<file path="src/rtl/spi_tx_arbiter.sv">
// Round-robin arbiter sharing one SPI mode-3 transmit link between two requesters; ack in the grant cycle, ss low the next.
// Requesters hold req/data until ack; req is only looked at while idle, so a busy link simply leaves requests pending.
module spi_tx_arbiter #(
  parameter int WIDTH   = 16,
  parameter int CLK_DIV = 500,
  parameter int GAP     = 4
) (
  input  logic             clk100M,
  input  logic             rst_n,
  input  logic             req0,
  input  logic [WIDTH-1:0] data0,
  output logic             ack0,
  output logic             done0,
  input  logic             req1,
  input  logic [WIDTH-1:0] data1,
  output logic             ack1,
  output logic             done1,
  output logic             busy,
  output logic             sclk,
  output logic             mosi,
  output logic             ss
);

  localparam int CW = (CLK_DIV > 1) ? $clog2(CLK_DIV) : 1;
  localparam int BW = $clog2(WIDTH + 1);
  localparam int GW = (GAP > 1) ? $clog2(GAP) : 1;
  localparam logic [CW-1:0] CNT_MAX  = CW'(CLK_DIV - 1);
  localparam logic [BW-1:0] BITS_END = BW'(WIDTH);
  localparam logic [GW-1:0] GAP_END  = GW'(GAP - 1);

  typedef enum logic [2:0] {
    S_IDLE,
    S_LEAD,
    S_SHIFT,
    S_TRAIL,
    S_GAP
  } state_t;

  state_t           state_q, state_n;
  logic [CW-1:0]    cnt_q;
  logic [BW-1:0]    bitcnt_q, bitcnt_n;
  logic [GW-1:0]    gapcnt_q, gapcnt_n;
  logic [WIDTH-1:0] shift_q, shift_n;
  logic [WIDTH-1:0] word;
  logic             sclk_q, sclk_n;
  logic             ss_q, ss_n;
  logic             mosi_q, mosi_n;
  logic             owner_q, owner_n;
  logic             ptr_q, ptr_n;
  logic             done0_q, done0_n;
  logic             done1_q, done1_n;
  logic             ack0_c, ack1_c;
  logic             sel;
  logic             tick;

  assign tick = (cnt_q == CNT_MAX);
  // When both request, ptr_q picks requester 1 only if requester 0 was served last.
  assign sel  = req1 && (!req0 || ptr_q);
  assign word = sel ? data1 : data0;

  always_ff @(posedge clk100M or negedge rst_n) begin
    if (!rst_n) begin
      cnt_q <= '0;
    end else if (state_q == S_IDLE || tick) begin
      cnt_q <= '0;
    end else begin
      cnt_q <= cnt_q + 1'b1;
    end
  end

  always_ff @(posedge clk100M or negedge rst_n) begin
    if (!rst_n) begin
      state_q  <= S_IDLE;
      bitcnt_q <= '0;
      gapcnt_q <= '0;
      shift_q  <= '0;
      sclk_q   <= 1'b1;
      ss_q     <= 1'b1;
      mosi_q   <= 1'b0;
      owner_q  <= 1'b0;
      ptr_q    <= 1'b0;
      done0_q  <= 1'b0;
      done1_q  <= 1'b0;
    end else begin
      state_q  <= state_n;
      bitcnt_q <= bitcnt_n;
      gapcnt_q <= gapcnt_n;
      shift_q  <= shift_n;
      sclk_q   <= sclk_n;
      ss_q     <= ss_n;
      mosi_q   <= mosi_n;
      owner_q  <= owner_n;
      ptr_q    <= ptr_n;
      done0_q  <= done0_n;
      done1_q  <= done1_n;
    end
  end

  always_comb begin
    state_n  = state_q;
    bitcnt_n = bitcnt_q;
    gapcnt_n = gapcnt_q;
    shift_n  = shift_q;
    sclk_n   = sclk_q;
    ss_n     = ss_q;
    mosi_n   = mosi_q;
    owner_n  = owner_q;
    ptr_n    = ptr_q;
    done0_n  = 1'b0;
    done1_n  = 1'b0;
    ack0_c   = 1'b0;
    ack1_c   = 1'b0;
    case (state_q)
      S_IDLE: begin
        ss_n   = 1'b1;
        sclk_n = 1'b1;
        mosi_n = 1'b0;
        if (req0 || req1) begin
          shift_n  = word;
          mosi_n   = word[WIDTH-1];
          owner_n  = sel;
          ptr_n    = !sel;
          ack0_c   = !sel;
          ack1_c   = sel;
          ss_n     = 1'b0;
          bitcnt_n = '0;
          state_n  = S_LEAD;
        end
      end
      S_LEAD: begin
        if (tick) begin
          sclk_n  = 1'b0;
          state_n = S_SHIFT;
        end
      end
      S_SHIFT: begin
        // MSB is already on mosi, so data only advances on the falling edges between bits.
        if (tick) begin
          if (!sclk_q) begin
            sclk_n   = 1'b1;
            bitcnt_n = bitcnt_q + 1'b1;
          end else if (bitcnt_q == BITS_END) begin
            state_n = S_TRAIL;
          end else begin
            sclk_n  = 1'b0;
            shift_n = {shift_q[WIDTH-2:0], 1'b0};
            mosi_n  = shift_q[WIDTH-2];
          end
        end
      end
      S_TRAIL: begin
        if (tick) begin
          ss_n     = 1'b1;
          mosi_n   = 1'b0;
          done0_n  = !owner_q;
          done1_n  = owner_q;
          gapcnt_n = '0;
          state_n  = S_GAP;
        end
      end
      S_GAP: begin
        if (tick) begin
          if (gapcnt_q == GAP_END) begin
            state_n = S_IDLE;
          end else begin
            gapcnt_n = gapcnt_q + 1'b1;
          end
        end
      end
      default: begin
        state_n = S_IDLE;
      end
    endcase
  end

  assign ack0  = ack0_c;
  assign ack1  = ack1_c;
  assign done0 = done0_q;
  assign done1 = done1_q;
  assign busy  = (state_q != S_IDLE);
  assign sclk  = sclk_q;
  assign ss    = ss_q;
  assign mosi  = mosi_q;

  a_ack_excl: assert property (@(posedge clk100M) disable iff (!rst_n) !(ack0 && ack1));
  a_done_excl: assert property (@(posedge clk100M) disable iff (!rst_n) !(done0 && done1));
  a_ack_done: assert property (@(posedge clk100M) disable iff (!rst_n) !((ack0 || ack1) && (done0 || done1)));

endmodule
</file>
<file path="config.mk">
export PLATFORM = sky130hd
export DESIGN_NAME = spi_tx_arbiter
export DESIGN_NICKNAME = d
export VERILOG_FILES = /design/src/rtl/spi_tx_arbiter.sv
export SDC_FILE = /design/constraint.sdc
export NUM_CORES = 1
export LEC_CHECK = 0
export ABC_AREA = 0
export BUFFER_PORTS_ARGS = -buffer_cell sky130_fd_sc_hd__clkbuf_2
export CAP_MARGIN = 20
export CORE_UTILIZATION = 55
export CTS_CLUSTER_DIAMETER = 120
export DETAILED_ROUTE_END_ITERATION = 6
export PLACE_DENSITY_LB_ADDON = 0.08
export SYNTH_ARGS = -nofsm -noshare
export SYNTH_HDL_FRONTEND = slang
export SYNTH_SLANG_ARGS = --single-unit
export TNS_END_PERCENT = 30
</file>
<file path="constraint.sdc">
create_clock -name clk100M -period 2.1 [get_ports clk100M]
set_clock_uncertainty 0.05 [all_clocks]
set_input_delay 0.42 -clock clk100M [delete_from_list [all_inputs] [get_ports clk100M]]
set_output_delay 0.42 -clock clk100M [all_outputs]
set_load 0.01 [all_outputs]
</file>
* Yosys cells after proc, flatten, opt, wreduce, memory -nomap -nowiden
Cells that the tools add are included.
** Operators by class
- Add/sub/neg operators :: 3
- Equal/unequal tests :: 18
- Muxes and demuxes :: 45
- Reductions and logical operators :: 22
** Operator list (number)
- 2-to-1 mux 15 bit :: 4
- case mux 15 bit (2 select lines) :: 1
- 2-to-1 mux 3 bit :: 8
- inequality test 2 bit, second input constant :: 10
- 2-to-1 mux 1 bit :: 18
- 2-to-1 mux 16 bit :: 1
- 2-to-1 mux 5 bit :: 3
- case mux 3 bit (5 select lines) :: 1
- case mux 5 bit (2 select lines) :: 1
- AND reduction 5 bit :: 2
- adder 9 x 1 -> 9 bit, second input constant :: 1
- == test 9 bit, second input constant :: 1
- 2-to-1 mux 9 bit :: 1
- nonzero test 3 bit :: 3
- AND reduction 4 bit :: 2
- AND reduction 8 bit :: 1
- == test 3 x 2 -> 1 bit, second input constant :: 2
- 2-to-1 mux 2 bit :: 3
- case mux 1 bit (3 select lines) :: 2
- nonzero test 2 bit :: 3
- adder 5 x 1 -> 5 bit, second input constant :: 1
- == test 5 bit, second input constant :: 1
- case mux 2 bit (2 select lines) :: 1
- AND reduction 2 bit :: 2
- 11 further kinds :: 15
** Word-level totals
- Flip-flop bits (word level) :: 41
- Bits of input ports :: 36
- Output and inout bits :: 8
- Word-level logic and storage cells :: 100

* Longest topological paths before layout
Gate-level depths: netlist of run 1.
- Depth after elaboration :: 6
- Gate-level depth with buffers :: 7
- Depth with buffers taken out :: 6

* Worst setup path after synthesis of run 1
Ideal clock, no wire load.
- Kind :: reg-to-reg
- Start point :: reg cnt_q[0]
- End point :: reg shift_q[10]
- Library setup time :: 0.125 ns
- Arrival time :: 1.644 ns
- Required time :: 1.925 ns
- Setup slack :: 0.281 ns
- Stages on the path, launching flop included :: 7
- Path buffers :: 1
- Period minus slack after synthesis :: 1.819 ns
- Cell sequence :: dfrtp_1 > ha_1 > and4bb_2 > nand2_4 > o21ai_4 > buf_12 > mux2_4
** Between the ends
- Longest elaborated chain between the ends :: 3
** RTL lines
- from (decl) :: RTL line 40 : logic [CW-1:0] cnt_q;
- from (signal assigned) :: RTL line 67 : cnt_q <= cnt_q + 1'b1;
- == test 9 bit :: RTL line 56 : assign tick = (cnt_q == CNT_MAX);
- inequality test 2 bit (no line)
- AND reduction 5 bit (no line)
- to (signal assigned) :: RTL line 88 : shift_q <= shift_n;
- to (decl) :: RTL line 43 : logic [WIDTH-1:0] shift_q, shift_n;
Every way passes these cells.
A chain may end at the register's enable or synchronous reset.

* Worst setup path in the final report of run 1
- Start point :: reg state_q[0]
- End point :: out ack1
** Between the ends
- Longest elaborated chain between the ends :: 2
** RTL lines
- from (decl) :: RTL line 39 : state_t state_q, state_n;
- from (signal assigned) :: RTL line 85 : state_q <= state_n;
- logical NOT 3 bit :: RTL line 113 : case (state_q)
- 2-to-1 mux 1 bit :: RTL line 113
- to (decl) :: RTL line 16 : output logic ack1,
Every way passes these cells.

==> results.ini, run 1 <==
[power_and_ir_drop]
clockPowerShare = 0.434
power_frac_comb = 0.082
power_frac_seq = 0.483
p_int_mw = 1.36
ir_drop_mv = 0.486
p_leak_nw = 1.35
power_density_nw_per_um2 = 614
p_switching_mw = 0.351
p_sw_frac = 0.205

[worst_hold_path]
hold_class = primary input to async pin

[grt]
first_global_vias = 1714
grt.total_usage = 0.234
antenna_found_initial = 0
grt_pass1_wl_um = 7830
grt-ovfl-total = 0
grt_max_degree = 22

[setup_path]
startpoint_type = flip-flop
crit_fanout = 6
cp-end-kind = output pin
crit_end = ack1
cp-startpoint = state_q[0]
r2r_slack_ns = 0.18
worst-r2r-cell-count = 6
rr_endpoint = shift_q[5]
cp_data_arrival_time_ns = 1.50
required_ns = 1.63
r2r_start = cnt_q[0]
crit_type = flip-flop to output pin

[yosys]
synth_top_area_share = 0.418
yosysWarningCount = 0
synth_fp_nets = 281
synthArstFlopShare = 1.00
synth_area_leaders = dfrtp_1, mux2_4, a31oi_1, nor2_1, o21ai_0
syn_inst = 241
synth_edf_count = 0
netlist-cell-type-count = 48
netlist_area_um2 = 2330
synthFlopType = dfrtp_1
yosys.area.top_type = dfrtp_1
avgSynthCellArea_um2 = 9.68
ys_ff_latch = 41
ys_seq_area_frac = 0.441

[clock_network]
ctsHoldBuffers = 0
cts_sinks = 41
cts.htree.levels = 2
clockRootBuffer = clkbuf_8
tritoncts = yes
path_clk_slew_ns = 0.08
cts_buffers = 5
insertion_delay_ns = 0.28
clockBufferDepth = 2

[cells_and_area]
syn2layout_area_growth_pct = 19.2
final_cell_mix = clkbuf_2, dfrtp_1, nor2_1
nNetsFinal = 328
fillers = 360
final_common_cell = clkbuf_2
antennaDiodeCount = 0
drive_gt1_frac = 0.315
utilization = 0.690

[sta]
worstMarginPinSlew_ns = 0.570
period_minus_slack_ns = 1.97
hold_slack_ns = 0.0622
clock.fmax_mhz = 509
finalSetupViolCount = 0
maxSlewViolCount = 0
rsz0062_at_grt = no
hold_viol = 0
period_share = 0.936
max_slew_margin = 0.620
tns_ns = 0

[routing]
dr.pass1.iters = 4
vias_per_cell = 5.77
drc_errors = 0
ant_nets = 0
routed_wl_um = 5110
vias = 1957
initialDrtViolationCount = 112
avgRoutedWirePerCell_um = 15.1

[flow_run]
max_cap_violations = 0

[floorplan]
die_y_um = 67.1
core-area_um2 = 4030
io_pins = 44
die_area_um2 = 4510
rows = 23
initial_core_util = 0.579
die_w_um = 67.1

[place]
gp_congestion = 0.886
dpl.hpwl_um = 3760
numPortBuffers = 43

[outcome]
outcome = complete, no violations

==> Yosys cell counts, drive strengths merged, types with 2 or more instances <==
master,number
a211oi,3
a21o,2
mux2i,2
dfstp,2
nor2,28
and3,6
clkbuf,7
a21bo,2
inv,5
dfrtp,39
buf,9
xor2,4
ha,4
nor3b,2
xnor2,4
and2,2
nor3,5
nand3,11
a31oi,18
nand2b,2
o21ai,23
nand2,11
mux2,14
a21oi,17
nor2b,6
==> how the worst min path moves through the flow <==
| stage | to | slack (ns) | cells past startpoint |
|---|---|---|---|
| CTS | cnt_q[7] | 0.07 | 1 |
| floorplan | bitcnt_q[0] | 0.07 | 0 |
| finish | cnt_q[7] | 0.06 | 1 |
| global route | shift_q[13] | 0.09 | 1 |
| global placement | cnt_q[6] | 0.38 | 1 |
| detailed placement | cnt_q[7] | 0.39 | 1 |
==> final cells by class <==
| cell class | instances | area (µm²) | share of cell area |
|---|---|---|---|
| repair buffers | 56 | 338 | 0.121 |
| multi-input cells | 179 | 1200 | 0.431 |
| clock buffers | 5 | 68.8 | 0.0247 |
| flip-flops and latches | 41 | 1030 | 0.370 |
| clock inverters | 3 | 65.1 | 0.0234 |
| well taps | 50 | 62.6 | 0.0225 |
| inverters | 5 | 18.8 | 0.00675 |
==> metal layers <==
metal / wire (µm) / part of all wire / GRT usage
met5: 0 / 0 / 0
met4: 42 / 0.0082 / 0.0559
met3: 184 / 0.036 / 0.0389
met2: 2500 / 0.49 / 0.396
met1: 2380 / 0.47 / 0.311
==> flip-flops by register name (all words and copies together), names as in the netlist, 2 cells and up <==
register,flops
bitcnt_q,5
cnt_q,9
gapcnt_q,2
shift_q,15
state_q,3
==> per-stage QoR <==
stage / instance area [µm²] / worst slack (ns) / power [mW] / std cells
6_report: 2780 / 0.134 / 1.71 / 339
5_1_grt: 2780 / 0.0385 / 1.78 / 339
4_1_cts: 2770 / 0.0260 / 1.72 / 339
3_5_place_dp: 2640 / 0.190 / 0.983 / 331
3_3_place_gp: 2640 / 0.252 / 0.979 / 331
2_1_floorplan: 2330 / 0.281 / 0.908 / 241
==> worst max-delay path, stage by stage (launching register included) <==
cell and delay, ns:
dfrtp_1 0.46, nor3_2 0.26, inv_1 0.10, nor3_2 0.23, clkbuf_2 0.17
==> power by group through the flow <==
stage	clock network [mW]	logic, mW	registers, mW
2_1_floorplan	0	0.0699	0.838
3_3_place_gp	0	0.138	0.841
3_5_place_dp	0	0.141	0.842
4_1_cts	0.751	0.141	0.826
5_1_grt	0.791	0.156	0.829
6_report	0.742	0.141	0.826
==> cell families (layout without fill, tap and decap cells) <==
| family | count (synthesis) | count (layout) | synth area share |
|---|---|---|---|
| AO/OA/AOI/OAI | 70 | 70 | 0.181 |
| adder cells (fa/ha/maj) | 4 | 4 | 0.0214 |
| XOR/XNOR | 8 | 8 | 0.0300 |
| flip-flops | 41 | 41 | 0.441 |
| buffers and inverters | 21 | 69 | 0.0488 |
| AND/OR/NAND/NOR | 81 | 81 | 0.187 |
| multiplexers | 16 | 16 | 0.0906 |
==> what timing repair did <==
action | in CTS | in global routing
setup endpoints to repair | 0 | 2
gates resized for setup | 0 | 2
setup buffers | 0 | 0
No activity file was read; power rests on OpenSTA's default activity.
==> inputs of run 2 (changes only) <==
==> constraint.sdc (replaced) <==
create_clock -name clk100M -period 2.4 [get_ports clk100M]
set_clock_uncertainty 0.05 [all_clocks]
set_input_delay 0.48 -clock clk100M [delete_from_list [all_inputs] [get_ports clk100M]]
set_output_delay 0.48 -clock clk100M [all_outputs]
set_load 0.01 [all_outputs]
==> run 2 against run 1 <==
  * Register-to-register slack better by 0.19 ns
  * Cell area shrank 2.9%
  * First-iteration DRC count down 37%
  * Sequential share of layout area up 1.1 points
  * Total power down 17%
  * Setup slack improved by 0.0096 ns
  * Cell count is 1.8% lower
==> results.ini, run 2 (synthesis results as in run 1) <==
[outcome]
outcome = complete, no violations

[cells_and_area]
top_register = shift_q
fillers = 325  ; -9.7%
final_common_cell = clkbuf_2
drive_gt1_frac = 0.297  ; -0.0181
final_cell_mix = clkbuf_2, dfrtp_1, nor2_1
fin_area_um2 = 2700  ; -2.9%
largest_reg_flops = 15  ; unchanged
antennaDiodeCount = 0  ; unchanged
nNetsFinal = 322  ; -1.8%
syn2layout_area_growth_pct = 15.7
layout_top_registers = shift_q x15, cnt_q x9, bitcnt_q x5

[setup_path]
startpoint_type = flip-flop
worst-r2r-cell-count = 6  ; unchanged
cp-end-kind = output pin
crit_fanout = 11  ; +5
cp_data_arrival_time_ns = 1.73  ; +0.23 ns
crit_type = flip-flop to output pin
required_ns = 1.87  ; +0.24 ns

[clock_network]
insertion_delay_ns = 0.30  ; +0.02 ns
cts_setup_buffers = 0  ; unchanged
clockBufferDepth = 2  ; unchanged
cts_buffers = 5  ; unchanged
ctsHoldBuffers = 0  ; unchanged
path_clk_slew_ns = 0.08  ; about the same
cts_sinks = 41  ; unchanged
tritoncts = yes
cts.htree.levels = 2  ; unchanged
clockRootBuffer = clkbuf_8

[routing]
initialDrtViolationCount = 71  ; -37%
ant_nets = 0  ; unchanged
vias = 1917  ; -2.0%
avgRoutedWirePerCell_um = 14.9  ; -1.2%
routed_wl_um = 4970  ; -2.9%
dr.pass1.iters = 4  ; unchanged
drc_errors = 0  ; unchanged
vias_per_cell = 5.76  ; -0.28%

[sta]
rsz0062_at_grt = no
clock.fmax_mhz = 443
maxSlewViolCount = 0  ; unchanged
hold_viol = 0  ; unchanged
finalSetupViolCount = 0  ; unchanged
tns_ns = 0  ; unchanged
max_slew_margin = 0.597  ; -0.0237
worstMarginPinSlew_ns = 0.605  ; +0.0355 ns
period_minus_slack_ns = 2.26
period_share = 0.940

[grt]
met1_usage = 0.338  ; +0.0278
use_met3 = 0.0541  ; +0.0152
busiest_layer = met2
grt_use_met2 = 0.394  ; -0.00250
grt_pass1_wl_um = 8270  ; +5.6%
antenna_found_initial = 0  ; unchanged
first_global_vias = 1741  ; +1.6%
grt-ovfl-total = 0  ; unchanged
grt_max_degree = 42  ; +91%
grt.total_usage = 0.251  ; +0.0168

[power_and_ir_drop]
power_density_nw_per_um2 = 527  ; -14%
p_leak_nw = 1.30  ; -3.6%
ir_drop_mv = 0.337  ; -31%

[floorplan]
die_area_um2 = 4510  ; unchanged
core-area_um2 = 4030  ; unchanged
io_pins = 44  ; unchanged
die_y_um = 67.1  ; unchanged
rows = 23  ; unchanged
die_w_um = 67.1  ; unchanged
initial_core_util = 0.579  ; unchanged

[place]
gp_congestion = 0.809  ; -8.7%
placed_area_um2 = 2570  ; -2.7%
dpl.hpwl_um = 3570  ; -5.2%
numPortBuffers = 43  ; unchanged

[worst_hold_path]
hold_class = primary input to async pin

[flow_run]
max_cap_violations = 0  ; unchanged

==> run 2: cell types whose count changed in the layout (fill, tap and decap cells not counted), sizes merged <==
cell / change
buf: -6
bufinv: -1
clkbuf: +1
clkinv: -1
clkinvlp: +1
==> run 2: layout make-up <==
class	instances	area, µm²	share of cell area
repair buffers	50	268	0.0992
inverters	5	18.8	0.00695
multi-input cells	179	1200	0.445
flip-flops and latches	41	1030	0.381
clock inverters	2	37.5	0.0139
well taps	50	62.6	0.0232
clock buffers	6	82.6	0.0306
==> run 2: power by group <==
| group | leakage [nW] | switching, mW | internal (mW) |
|---|---|---|---|
| clock network | 0.0574 | 0.245 | 0.338 |
| logic | 0.747 | 0.0565 | 0.0605 |
| registers | 0.499 | 0.0114 | 0.711 |
| total | 1.30 | 0.313 | 1.11 |
==> run 2: worst paths after layout <==
path	from	end	slack, ns
min in group clk100M	cnt_q[0]	cnt_q[0]	0.41
hold / removal	rst_n	cnt_q[5]	0.18
max in group asynchronous	rst_n	ss	1.76
setup reg to reg	cnt_q[0]	shift_q[2]	0.37
setup / recovery	state_q[2]	ack0	0.14
hold reg to reg	cnt_q[0]	cnt_q[0]	0.41
==> run 2: worst max-delay path: stages, from the launching register on <==
cell and delay (ns):
dfrtp_1 0.51, nor3_4 0.32, o21ai_1 0.22, nor2_1 0.21
clkbuf_2 0.16
==> run 2: per-stage QoR <==
stage	cells	setup WS (ns)	util	power, mW	hold slack, ns
6_report	333	0.144	0.670	1.42	0.179
5_1_grt	333	0.000445	0.670	1.48	0.227
4_1_cts	333	0.0566	0.669	1.43	0.197
3_5_place_dp	325	0.301	0.638	0.854	0.402
3_3_place_gp	325	0.346	0.638	0.852	0.395
2_1_floorplan	241	0.570	-	0.795	0.134
==> run 2: per-layer routing <==
layer  vias to the layer above  part of all wire
li1                        950                 -
met1                       913              0.46
met2                        46              0.47
met3                         8             0.048
met4                         0             0.016
met5                         -                 0
==> run 2: timing repair <==
item	in CTS	in global routing
hold endpoints to repair	0	0
endpoints found under the setup margin	1	1
gates resized for setup	1	1
==> inputs of run 3 (changes only) <==
--- a/config.mk
+++ b/config.mk
@@ -5,7 +5,7 @@
 export SDC_FILE = /design/constraint.sdc
 export NUM_CORES = 1
 export LEC_CHECK = 0
-export ABC_AREA = 0
+export ABC_AREA = 1
 export BUFFER_PORTS_ARGS = -buffer_cell sky130_fd_sc_hd__clkbuf_2
 export CAP_MARGIN = 20
 export CORE_UTILIZATION = 55
==> constraint.sdc (replaced) <==
create_clock -name clk100M -period 2.4 [get_ports clk100M]
set_clock_uncertainty 0.05 [all_clocks]
set_input_delay 0.48 -clock clk100M [delete_from_list [all_inputs] [get_ports clk100M]]
set_output_delay 0.48 -clock clk100M [all_outputs]
set_load 0.1 [all_outputs]
==> run 3 against run 2 <==
  * Sequential power grew 48%
  * Setup slack lost 0.033 ns
  * Synthesized cell count grew 32%
  * Critical path type unchanged
==> results.ini, run 3 <==
[outcome]
outcome = complete, no violations

[grt]
grt.total_usage = 0.237  ; -0.0140
grt_max_degree = 42  ; unchanged
first_global_vias = 1861  ; +6.9%
grt-ovfl-total = 0  ; unchanged
antenna_found_initial = 0  ; unchanged
grt_pass1_wl_um = 7980  ; -3.5%

[floorplan]
rows = 23  ; unchanged
core-area_um2 = 4030  ; unchanged
die_y_um = 67.2  ; about the same
io_pins = 44  ; unchanged
die_area_um2 = 4510  ; about the same
die_w_um = 67.2  ; about the same
initial_core_util = 0.580  ; about the same

[power_and_ir_drop]
p_sw_frac = 0.476  ; +0.256
clockPowerShare = 0.170  ; -0.240
p_switching_mw = 1.57  ; +400%
p_int_mw = 1.73  ; +56%
power_density_nw_per_um2 = 1210  ; +130%
power_frac_seq = 0.324  ; -0.184
p_leak_nw = 1.50  ; +15%
power_frac_comb = 0.505  ; +0.423
ir_drop_mv = 0.571  ; +70%

[routing]
vias_per_cell = 5.07  ; -12%
routed_wl_um = 4690  ; -5.5%
vias = 2097  ; +9.4%
ant_nets = 0  ; unchanged
avgRoutedWirePerCell_um = 11.3  ; -24%
drc_errors = 0  ; unchanged
initialDrtViolationCount = 126  ; +77%
dr.pass1.iters = 4  ; unchanged

[sta]
finalSetupViolCount = 0  ; unchanged
maxSlewViolCount = 0  ; unchanged
max_slew_margin = 0.636  ; +0.0397
tns_ns = 0  ; unchanged
worstMarginPinSlew_ns = 0.548  ; -0.0572 ns
rsz0062_at_grt = no
clock.fmax_mhz = 437  ; -1.5%
period_share = 0.954  ; +0.0139
fin_ws_ns = 0.111  ; -0.0334 ns
period_minus_slack_ns = 2.29  ; +0.0334 ns
hold_viol = 0  ; unchanged

[clock_network]
cts.htree.levels = 2  ; unchanged
cts_sinks = 41  ; unchanged
ctsHoldBuffers = 0  ; unchanged
cts_buffers = 5  ; unchanged
cts_resized = 0  ; -1
tritoncts = yes
insertion_delay_ns = 0.29  ; about the same
cts_setup_buffers = 0  ; unchanged
clockRootBuffer = clkbuf_8
clockBufferDepth = 2  ; unchanged
path_clk_slew_ns = 0.08  ; about the same

[setup_path]
startpoint_type = flip-flop
crit_fanout = 10  ; -1
cp-startpoint = state_q[2]
cp_data_arrival_time_ns = 1.76  ; +0.03 ns
crit_type = flip-flop to output pin
required_ns = 1.87  ; about the same
r2r_start = state_q[0]
cp-end-kind = output pin

[yosys]
synth_area_leaders = dfrtp_1, nand2_1, nor2_1, inv_1, a31oi_1
avgSynthCellArea_um2 = 7.34  ; -24%
synth.most_common_cell = nand2_1
ys_seq_area_frac = 0.441  ; about the same
yosys.area.top_type = dfrtp_1
netlist-cell-type-count = 30  ; -38%
synthFlopType = dfrtp_1
synth_common_cells = nand2_1, dfrtp_1, nor2_1, inv_1, a31oi_1
syn_inst = 318  ; +32%
synth_fp_nets = 358  ; +27%
synth_edf_count = 0  ; unchanged
synth_top_area_share = 0.418  ; about the same
yosysWarningCount = 0  ; unchanged
ys_ff_latch = 41  ; unchanged
synthArstFlopShare = 1.00  ; unchanged
netlist_area_um2 = 2330  ; about the same

[cells_and_area]
layout_top_registers = shift_q x15, cnt_q x9, bitcnt_q x5
fillers = 357  ; +9.8%
antennaDiodeCount = 0  ; unchanged
top_register = shift_q
final_common_cell = nand2_1
nNetsFinal = 403  ; +25%
drive_gt1_frac = 0.203  ; -0.0935
finalNonFillerCells = 414  ; +24%
largest_reg_flops = 15  ; unchanged
syn2layout_area_growth_pct = 16.5
final_cell_mix = nand2_1, clkbuf_2, dfrtp_1

[flow_run]
max_cap_violations = 0  ; unchanged

[place]
numPortBuffers = 43  ; unchanged
dp.cells = 406  ; +25%
dpl.hpwl_um = 3350  ; -6.0%
place_ws_ns = 0.470  ; +0.170 ns
gp_congestion = 0.899  ; +11%

[worst_hold_path]
hold_class = primary input to async pin

==> run 3: area by class of cell <==
class | instances | area, µm² | area share
Sequential cell | 41 | 1030 | 0.378
Multi-Input combinational cell | 241 | 1150 | 0.422
Inverter | 27 | 101 | 0.0373
Timing Repair Buffer | 47 | 263 | 0.0966
Tap cell | 50 | 62.6 | 0.0230
Clock buffer | 5 | 68.8 | 0.0253
Clock inverter | 3 | 46.3 | 0.0170
==> run 3: layer usage <==
metal / routed length [µm] / global-route usage / vias to the layer above
met3: 160 / 0.0608 / 6
met5: 0 / 0 / -
met1: 2270 / 0.310 / 958
met4: 63 / 0.0771 / 0
li1: - / - / 1092
met2: 2200 / 0.380 / 41
==> run 3: cell families (layout without fill, tap and decap cells) <==
group | Yosys count | count (layout) | share of synthesized area
buffers and inverters | 36 | 82 | 0.0697
adder cells (fa/ha/maj) | 4 | 4 | 0.0214
XOR/XNOR | 4 | 4 | 0.0150
flip-flops | 41 | 41 | 0.441
AND/OR/NAND/NOR | 197 | 197 | 0.367
AO/OA/AOI/OAI | 36 | 36 | 0.0868
==> run 3: metrics by stage <==
step | utilization | area (µm²) | hold slack [ns] | power [mW]
after CTS | 0.675 | 2720 | 0.201 | 3.33
final | 0.675 | 2720 | 0.195 | 3.30
after global routing | 0.675 | 2720 | 0.227 | 3.59
after floorplan | - | 2340 | 0.134 | 2.43
after detailed placement | 0.646 | 2600 | 0.409 | 2.75
after global placement | 0.646 | 2600 | 0.406 | 2.72
==> run 3: worst paths after layout <==
path / endpoint / cells past startpoint / slack [ns]
max: ack0 / 6 / 0.11
min: done0 / 2 / 0.20
max reg2reg: bitcnt_q[3] / 9 / 0.50
min reg2reg: cnt_q[0] / 1 / 0.42
max in group asynchronous: ss / 2 / 1.74
min in group clk100M: cnt_q[0] / 1 / 0.42
==> run 3: critical path, stage by stage (launching register included) <==
cell     delay, ns
dfrtp_1       0.51
nor2_2        0.27
nand2_4       0.13
inv_2         0.10
nand2_1       0.11
nor2_2        0.16
buf_12        0.19
==> run 3: power groups by stage <==
stage          registers (mW)  logic [mW]  clock network [mW]
5_1_grt                  1.10        1.89               0.603
3_3_place_gp             1.08        1.64                   0
6_report                 1.07        1.67               0.562
4_1_cts                  1.07        1.68               0.576
2_1_floorplan            1.13        1.30                   0
3_5_place_dp             1.08        1.67                   0
